## config.mk

```make
export PLATFORM = sky130hd
export DESIGN_NAME = fold_grp_ctl
export DESIGN_NICKNAME = d
export VERILOG_FILES = /design/src/rtl/fold_pkg.sv /design/src/rtl/fold_match.sv /design/src/rtl/fold_grp_ctl.sv
export SDC_FILE = /design/constraint.sdc
export NUM_CORES = 1
export LEC_CHECK = 0
export CORE_MARGIN = 3
export CORE_UTILIZATION = 42
export DETAILED_ROUTE_END_ITERATION = 6
export PLACE_DENSITY = 0.82
export RECOVER_POWER = 100
export SYNTH_ARGS = -nofsm -noshare
export SYNTH_HDL_FRONTEND = slang
export SYNTH_HIERARCHICAL = 1
export SYNTH_SLANG_ARGS = --single-unit
```

## constraint.sdc

```tcl
create_clock -name clk -period 6.7 [get_ports clk]
set_clock_uncertainty 0.05 [all_clocks]
set_input_delay 1.005 -clock clk [delete_from_list [all_inputs] [get_ports clk]]
set_output_delay 1.005 -clock clk [all_outputs]
set_load 0.05 [all_outputs]
```

## src/rtl/fold_pkg.sv

```systemverilog
// Shared fold-type bit positions, pattern codes with their lengths, and controller states.
package fold_pkg;

  localparam int T_NF  = 0;
  localparam int T_LV  = 1;
  localparam int T_OP  = 2;
  localparam int T_BG2 = 3;
  localparam int T_BG1 = 4;
  localparam int T_MEM = 5;

  localparam logic [3:0] PAT_SINGLE = 4'd0;
  localparam logic [3:0] PAT_LLOM   = 4'd1;
  localparam logic [3:0] PAT_LLO    = 4'd2;
  localparam logic [3:0] PAT_LLB2   = 4'd3;
  localparam logic [3:0] PAT_LOM    = 4'd4;
  localparam logic [3:0] PAT_LO     = 4'd5;
  localparam logic [3:0] PAT_LB1    = 4'd6;
  localparam logic [3:0] PAT_LB2    = 4'd7;
  localparam logic [3:0] PAT_LM     = 4'd8;
  localparam logic [3:0] PAT_OM     = 4'd9;

  typedef enum logic [1:0] {
    ST_RUN   = 2'd0,
    ST_WAIT  = 2'd1,
    ST_FLUSH = 2'd2
  } fold_state_e;

  function automatic logic [2:0] pat_cnt(input logic [3:0] pat);
    case (pat)
      PAT_LLOM:                              pat_cnt = 3'd4;
      PAT_LLO, PAT_LLB2, PAT_LOM:            pat_cnt = 3'd3;
      PAT_LO, PAT_LB1, PAT_LB2, PAT_LM,
      PAT_OM:                                pat_cnt = 3'd2;
      default:                               pat_cnt = 3'd1;
    endcase
  endfunction

  // Exact one-hot compare, so any illegal (non-one-hot) code never matches a real type.
  function automatic logic is_type(input logic [5:0] t, input int idx);
    logic [5:0] oh;
    oh      = '0;
    oh[idx] = 1'b1;
    is_type = (t == oh);
  endfunction

endpackage

```

## src/rtl/fold_match.sv

```systemverilog
// Picks the longest legal fold pattern from the four slot types and their valid bits.
// Purely combinational; no state.
module fold_match
  import fold_pkg::*;
(
  input  logic [5:0] type0,
  input  logic [5:0] type1,
  input  logic [5:0] type2,
  input  logic [5:0] type3,
  input  logic [3:0] inst_valid,
  input  logic       fold_en,
  output logic [3:0] pat,
  output logic [2:0] cnt
);

  logic lv0, op0, lv1, op1, bg1_1, bg2_1, mem1, op2, bg2_2, mem2, mem3;
  logic v2, v3, v4;

  assign lv0   = is_type(type0, T_LV);
  assign op0   = is_type(type0, T_OP);
  assign lv1   = is_type(type1, T_LV);
  assign op1   = is_type(type1, T_OP);
  assign bg1_1 = is_type(type1, T_BG1);
  assign bg2_1 = is_type(type1, T_BG2);
  assign mem1  = is_type(type1, T_MEM);
  assign op2   = is_type(type2, T_OP);
  assign bg2_2 = is_type(type2, T_BG2);
  assign mem2  = is_type(type2, T_MEM);
  assign mem3  = is_type(type3, T_MEM);

  assign v2 = &inst_valid[1:0];
  assign v3 = &inst_valid[2:0];
  assign v4 = &inst_valid[3:0];

  // Longest pattern first; an NF or illegal slot 0 falls through to SINGLE.
  always_comb begin
    pat = PAT_SINGLE;
    if (fold_en) begin
      if      (lv0 & lv1 & op2 & mem3 & v4) pat = PAT_LLOM;
      else if (lv0 & lv1 & op2 & v3)        pat = PAT_LLO;
      else if (lv0 & lv1 & bg2_2 & v3)      pat = PAT_LLB2;
      else if (lv0 & op1 & mem2 & v3)       pat = PAT_LOM;
      else if (lv0 & op1 & v2)              pat = PAT_LO;
      else if (lv0 & bg1_1 & v2)            pat = PAT_LB1;
      else if (lv0 & bg2_1 & v2)            pat = PAT_LB2;
      else if (lv0 & mem1 & v2)             pat = PAT_LM;
      else if (op0 & mem1 & v2)             pat = PAT_OM;
    end
    cnt = pat_cnt(pat);
  end

endmodule

```

## src/rtl/fold_grp_ctl.sv

```systemverilog
// Fold-group controller: registers the chosen group for decode and shifts the ibuffer the same cycle.
// Group appears one cycle after load; held while iu_hold; optional counters under FOLD_GRP_STATS_EN.
module fold_grp_ctl
  import fold_pkg::*;
#(
  parameter int FOLD_WAIT = 2
) (
  input  logic        clk,
  input  logic        reset,
  input  logic [5:0]  type0,
  input  logic [5:0]  type1,
  input  logic [5:0]  type2,
  input  logic [5:0]  type3,
  input  logic [3:0]  inst_valid,
  input  logic        fold_en,
  input  logic        iu_hold,
  input  logic        flush,
  output logic [2:0]  ibuf_shift,
  output logic        grp_valid,
  output logic [2:0]  grp_cnt,
  output logic [3:0]  grp_pat,
  output logic [15:0] stat_grp,
  output logic [15:0] stat_saved
);

  localparam logic [3:0] FW4 = 4'(FOLD_WAIT);

  fold_state_e state, state_nxt;
  logic [3:0]  wait_cnt, wait_cnt_nxt;
  logic [3:0]  match_pat;
  logic [2:0]  match_cnt;
  logic        slot_free, wait_entry, load;

  fold_match u_match (
    .type0      (type0),
    .type1      (type1),
    .type2      (type2),
    .type3      (type3),
    .inst_valid (inst_valid),
    .fold_en    (fold_en),
    .pat        (match_pat),
    .cnt        (match_cnt)
  );

  assign slot_free  = ~grp_valid | ~iu_hold;
  assign wait_entry = is_type(type0, T_LV) & inst_valid[0] & ~inst_valid[1] &
                      (FOLD_WAIT > 0) & fold_en & slot_free;

  always_comb begin
    state_nxt    = state;
    wait_cnt_nxt = wait_cnt;
    load         = 1'b0;
    if (flush) begin
      state_nxt    = ST_FLUSH;
      wait_cnt_nxt = 4'd0;
    end else begin
      case (state)
        ST_RUN: begin
          if (wait_entry) begin
            state_nxt    = ST_WAIT;
            wait_cnt_nxt = 4'd1;
          end else begin
            load = inst_valid[0] & slot_free;
          end
        end
        ST_WAIT: begin
          // Slot 0 vanished: abandon the wait without issuing anything.
          if (!inst_valid[0]) begin
            state_nxt    = ST_RUN;
            wait_cnt_nxt = 4'd0;
          end else if (inst_valid[1] || wait_cnt == FW4) begin
            state_nxt    = ST_RUN;
            wait_cnt_nxt = 4'd0;
            load         = slot_free;
          end else begin
            wait_cnt_nxt = wait_cnt + 4'd1;
          end
        end
        default: begin
          state_nxt = ST_RUN;
        end
      endcase
    end
  end

  assign ibuf_shift = (load && !reset) ? match_cnt : 3'd0;

  always_ff @(posedge clk) begin
    if (reset) begin
      state     <= ST_RUN;
      wait_cnt  <= 4'd0;
      grp_valid <= 1'b0;
      grp_cnt   <= 3'd0;
      grp_pat   <= 4'd0;
    end else begin
      state    <= state_nxt;
      wait_cnt <= wait_cnt_nxt;
      if (flush) begin
        grp_valid <= 1'b0;
      end else if (load) begin
        grp_valid <= 1'b1;
        grp_cnt   <= match_cnt;
        grp_pat   <= match_pat;
      end else if (!iu_hold) begin
        grp_valid <= 1'b0;
      end
    end
  end

`ifdef FOLD_GRP_STATS_EN
  logic [15:0] stat_grp_q, stat_saved_q;
  logic [16:0] saved_sum;

  assign saved_sum = {1'b0, stat_saved_q} + {14'd0, match_cnt - 3'd1};

  always_ff @(posedge clk) begin
    if (reset) begin
      stat_grp_q   <= 16'd0;
      stat_saved_q <= 16'd0;
    end else if (load && match_cnt > 3'd1) begin
      if (stat_grp_q != 16'hFFFF) stat_grp_q <= stat_grp_q + 16'd1;
      stat_saved_q <= saved_sum[16] ? 16'hFFFF : saved_sum[15:0];
    end
  end

  assign stat_grp   = stat_grp_q;
  assign stat_saved = stat_saved_q;
`else
  assign stat_grp   = 16'd0;
  assign stat_saved = 16'd0;
`endif

endmodule

```

==> impl_metrics.ini, run 1 <==
[timing]
rsz0062_at_grt = false
finalHoldViolations = 0
fmax_mhz = 183
slew_headroom_pct = 65.8
setup_viol = 0
maxSlewViolCount = 0
hold_ws_ns = 0.399
timing.final.crit_share_pct = 81.4
worstMarginPinSlew_ns = 0.512
fin_crit_ns = 5.45
setup_tns_ns = 0
layout_setup_ws_ns = 1.25

[synthesis]
ys_seq_area_share_pct = 20.3
synth.distinct_cells = 59
yosys_warnings = 6
synth_most_common_cell = buf_4
synth_common_cells = 33 x buf_4, 17 x nand2_1, 14 x dfxtp_1, 9 x nor2_1, 5 x inv_1
synth_top_flop_cell = dfxtp_1
yosysTopAreaCell = dfxtp_1
ys_async_sr_fraction_pct = 0
synthTopCellsByArea = dfxtp_1 20%, buf_4 18%, nand2_1 4.6%
synth_top_cell_area_share_pct = 20.3
syn_area_um2 = 1380
ys_ff_latch = 14
postSynthAreaPerCell_um2 = 8.36
synthCells = 165
synth_edf_count = 0

[hold_path]
hold_path_class = reg -> reg

[setup_path]
critPathLaunch = inst_valid[1]
start_kind = input pin
crit_arrival_ns = 4.40
r2r_slack_ns = 4.91
cp.required_ns = 5.64
r2r-start = wait_cnt[1]
end_kind = primary output
worstSetupPathType = in -> out
r2r_end = grp_pat[0]
crit_end = ibuf_shift[2]
reg2reg_depth = 5
crit_path_max_fanout = 7

[detailed_routing]
dr.pass1.iters = 4
final_antenna_net_count = 0
viasPerCell = 4.87
finalWirelength_um = 3070
drcViolationCount = 0
drt_iter0_markers = 33
wire_per_inst_um = 12.2
num_vias = 1228

[global_route]
antenna_found_initial = 0
grt_pass1_wl_um = 5180
grt_overflow = 0
grt_max_degree = 15
track_usage_pct = 15.8
grt_pass1_vias = 1183

[clocking]
cts_max_level = 1
cts_root_buf = clkbuf_4
hold_buffers = 0
cts_tree = built
clk_pin_slew_ns = 0.09
cts_sinks = 14
clockBufferDepth = 2
cts-resized-gates = 0
postCtsSetupBuffers = 0
insertion_delay_ns = 0.28
cts_buffers = 3

[final_layout]
drive_gt1_share_pct = 10.1
diodes = 0
nets = 244
seq_area_um2 = 280
num-fill-cells = 302
area_growth_pct = 25.7
multiInputGateArea_um2 = 908

[status]
status = finished, final reports clean

[power]
clock_power_share_pct = 27.0
power_density_nw_per_um2 = 133
sw_frac_of_total_pct = 38.2
power.net_switching_w = 0.0000882
seqPwrFrac_pct = 36.8
leakagePower_nw = 0.703
vdd_drop_max_mv = 0.110
combPwrFrac_pct = 36.3
p_int_w = 0.000142

[placement]
gp_congestion = 0.879
dp.final_hpwl_um = 2550
port_buffers = 43
place_ws_ns = 1.58

[floorplanning]
coreArea_um2 = 3100
start_util_pct = 44.4
die-area_um2 = 4010
fp.dieH_um = 63.3
die_w_um = 63.3
num_rows = 20
ios = 76

[run]
max-cap-violations = 0
[kinds of logic (layout without fill, tap and decap cells)]
group | count (synthesis) | count (layout) | share of synthesized area (%)
flip-flops | 14 | 14 | 20.3
AND/OR/NAND/NOR | 72 | 72 | 34.2
AO/OA/AOI/OAI | 27 | 27 | 17.2
buffers and inverters | 41 | 53 | 20.7
other | 1 | 32 | 0.272
XOR/XNOR | 4 | 4 | 2.54
multiplexers | 4 | 4 | 2.90
adder cells (fa/ha/maj) | 2 | 2 | 1.81
[how the worst min path moves through the flow]
stage / startpoint / to / slack [ns] / cells after the start
6_report: grp_cnt[0] / grp_cnt[0] / 0.40 / 2
2_1_floorplan: wait_cnt[3] / wait_cnt[3] / 0.42 / 1
3_5_place_dp: grp_cnt[0] / grp_cnt[0] / 0.39 / 2
5_1_grt: grp_cnt[0] / grp_cnt[0] / 0.43 / 2
3_3_place_gp: grp_cnt[0] / grp_cnt[0] / 0.39 / 2
4_1_cts: grp_cnt[0] / grp_cnt[0] / 0.41 / 2
[cell type report]
cell class	count	area share, %
Clock buffer	4	2.09
Inverter	6	1.30
Tap cell	44	3.18
Timing Repair Buffer	43	24.8
Multi-Input combinational cell	141	52.4
Sequential cell	14	16.2
[sequential cells by signal, summed over array words and instances (netlist names)]
register,count
wait_cnt,4
grp_cnt,3
state,2
grp_valid,1
grp_pat,4
[critical path, stage by stage]
cell and delay, ns:
dlygate4sd3_1 0.66, or4bb_1 0.54, nor4_1 0.39, nand3b_1 0.13
a211oi_1 0.42, nor2b_1 0.19, o2111ai_1 0.12, inv_1 0.08
dlygate4sd3_1 0.86
[power groups by stage]
| stage | sequential, W | combinational, W | clock [W] |
|---|---|---|---|
| final | 0.0000848 | 0.0000836 | 0.0000621 |
| after global routing | 0.0000850 | 0.0000879 | 0.0000673 |
| after CTS | 0.0000848 | 0.0000843 | 0.0000639 |
| after detailed placement | 0.0000868 | 0.0000840 | 0 |
| after global placement | 0.0000867 | 0.0000838 | 0 |
| after floorplan | 0.0000887 | 0.0000696 | 0 |
[routing by layer]
layer	vias to the layer above	global-route usage [%]	part of all wire [%]
met2	37	26.9	49
li1	626	-	-
met4	0	3.77	0.42
met1	563	19.2	43
met5	-	0	0
met3	2	5.35	6.7
[cells in the final DEF, fill, tap and decap left out, drive strengths merged, types with 3 or more instances in the layout]
cell type / Yosys / final
mux2i: 4 / 4
o21ai: 6 / 6
nand4: 4 / 4
nor2: 9 / 9
conb: 1 / 32
nor4: 3 / 3
and3b: 3 / 3
nor3: 4 / 4
dlygate4sd3: 0 / 14
a211oi: 3 / 3
inv: 6 / 6
a21oi: 3 / 3
dfxtp: 14 / 14
nor3b: 5 / 5
nor2b: 3 / 3
clkdlybuf4s50: 0 / 29
xor2: 3 / 3
nand2: 17 / 17
o2111ai: 3 / 3
clkbuf: 1 / 4
[metrics by stage]
step | cells | power [W] | area (um^2) | util (%)
after floorplan | 196 | 0.000158 | 1500 | -
after global placement | 248 | 0.000171 | 1720 | 55.4
after detailed placement | 248 | 0.000171 | 1720 | 55.4
after CTS | 252 | 0.000233 | 1750 | 56.5
after global routing | 252 | 0.000240 | 1730 | 55.8
final | 252 | 0.000231 | 1730 | 55.8
Note: power is estimated with default switching activity, not from simulation.
==> run 2: changes to the inputs <==
--- a/config.mk
+++ b/config.mk
@@ -6,9 +6,9 @@
 export NUM_CORES = 1
 export LEC_CHECK = 0
 export CORE_MARGIN = 3
-export CORE_UTILIZATION = 42
+export CORE_UTILIZATION = 35
 export DETAILED_ROUTE_END_ITERATION = 6
-export PLACE_DENSITY = 0.82
+export PLACE_DENSITY = 0.73
 export RECOVER_POWER = 100
 export SYNTH_ARGS = -nofsm -noshare
 export SYNTH_HDL_FRONTEND = slang
==> constraint.sdc (replaced) <==
create_clock -name clk -period 4.9 [get_ports clk]
set_clock_uncertainty 0.05 [all_clocks]
set_input_delay 0.735 -clock clk [delete_from_list [all_inputs] [get_ports clk]]
set_output_delay 0.735 -clock clk [all_outputs]
set_load 0.05 [all_outputs]
==> impl_metrics.ini, run 2 (synthesis results as in run 1) <==
[run]
max-cap-violations = 0

[floorplanning]
start_util_pct = 37.1
num_rows = 22
die-area_um2 = 4730
fp.dieH_um = 68.8
die_w_um = 68.8
ios = 76
coreArea_um2 = 3720

[timing]
setup_viol = 0
hold_ws_ns = 0.406
fin_crit_ns = 4.52
slew_headroom_pct = 60.6
worstMarginPinSlew_ns = 0.593
timing.final.crit_share_pct = 92.2
setup_tns_ns = 0
maxSlewViolCount = 0
rsz0062_at_grt = false
finalHoldViolations = 0
fmax_mhz = 221

[power]
combPwrFrac_pct = 33.4
seqPwrFrac_pct = 33.8
sw_frac_of_total_pct = 35.7
power.net_switching_w = 0.000123
p_int_w = 0.000221
power_w = 0.000343
power_density_nw_per_um2 = 196
leakagePower_nw = 0.704
clock_power_share_pct = 32.8
vdd_drop_max_mv = 0.194

[final_layout]
final_core_util_pct = 47.2
drive_gt1_share_pct = 11.5
finalInstanceArea_um2 = 1760
top_regs = grp_pat (4), wait_cnt (4), grp_cnt (3)
nets = 244
area_growth_pct = 27.3
layout_commonest_cell = conb_1
diodes = 0
num-fill-cells = 374
final_cell_mix = 32 x conb_1, 29 x clkdlybuf4s50_1, 17 x nand2_1, 14 x dfxtp_1, 12 x dlygate4sd3_1

[clocking]
cts_sinks = 14
cts_max_level = 1
cts_root_buf = clkbuf_8
postCtsSetupBuffers = 0
hold_buffers = 0
insertion_delay_ns = 0.24
cts_buffers = 3
cts-resized-gates = 0
cts_tree = built
clk_pin_slew_ns = 0.06
clockBufferDepth = 2

[placement]
place_area_um2 = 1720
port_buffers = 43
dp.final_hpwl_um = 2680
gp_congestion = 0.850

[global_route]
grt_max_degree = 15
grt_pass1_vias = 1098
grt_pass1_wl_um = 4930
antenna_found_initial = 0
grt_overflow = 0
track_usage_pct = 13.7

[setup_path]
cp.required_ns = 4.12
crit_path_max_fanout = 7
critPathMostFrequentCell = dlygate4sd3_1
slowest_stage = dlygate4sd3_1
crit_chain = dlygate4sd3_1 -> or4bb_1 -> nor4_2 -> and2_1 -> o31a_1 -> o2111ai_1 -> inv_1 -> dlygate4sd3_1
crit_arrival_ns = 3.73
end_kind = primary output
cpPeakStageDelay_ns = 0.87
r2r_slack_ns = 3.15
start_kind = input pin
r2r_end = grp_pat[1]
worstSetupPathType = in -> out
reg2reg_depth = 5
r2r-start = wait_cnt[1]

[detailed_routing]
num_vias = 1220
dr.pass1.iters = 4
finalWirelength_um = 3190
final_antenna_net_count = 0
wire_per_inst_um = 12.5
drcViolationCount = 0
viasPerCell = 4.77
drt_iter0_markers = 22

[hold_path]
hold_path_class = reg -> reg
min_delay_worst_endpoint = grp_pat[3]
holdCritStartpoint = grp_pat[3]
hold_path_depth = 2

[status]
status = finished, final reports clean
run 2: layout make-up:
type	instances	area, um^2	area share (%)
Tap cell	48	60.1	3.42
Sequential cell	14	280	16.0
Inverter	6	22.5	1.28
Multi-Input combinational cell	141	918	52.3
Timing Repair Buffer	43	419	23.9
Clock buffer	4	55.1	3.14
run 2: worst max-delay path: cells and delay by family:
family / cells / cell delay (ns)
AO/OA/AOI/OAI: 2 / 0.29
buffers and inverters: 3 / 1.62
AND/OR/NAND/NOR: 3 / 1.08
run 2: per-layer routing:
layer	vias to the layer above	part of all wire (%)	global-route usage [%]
met5	-	0	0
met2	43	51	24.8
met4	0	0.66	2.43
li1	624	-	-
met3	4	7.4	4.54
met1	549	41	15.6
run 2: how the worst max path moves through the flow:
| stage | startpoint | endpoint | slack (ns) |
|---|---|---|---|
| final | inst_valid[1] | ibuf_shift[1] | 0.38 |
| after detailed placement | type0[3] | ibuf_shift[1] | 0.51 |
| after floorplan | type0[3] | ibuf_shift[0] | 1.45 |
| after global placement | type0[3] | ibuf_shift[1] | 0.52 |
| after global routing | inst_valid[1] | ibuf_shift[1] | 0.22 |
| after CTS | type0[3] | ibuf_shift[1] | 0.50 |
run 2: metrics by stage:
| stage | cells | setup WS (ns) |
|---|---|---|
| 2_1_floorplan | 196 | 1.45 |
| 3_3_place_gp | 252 | 0.519 |
| 3_5_place_dp | 252 | 0.508 |
| 4_1_cts | 256 | 0.503 |
| 5_1_grt | 256 | 0.221 |
| 6_report | 256 | 0.382 |
run 2: power groups by stage:
stage	registers (W)	logic [W]	clock network, W
finish	0.000116	0.000115	0.000113
global route	0.000116	0.000121	0.000124
CTS	0.000116	0.000115	0.000116
detailed placement	0.000119	0.000115	0
global placement	0.000119	0.000115	0
floorplan	0.000121	0.0000952	0
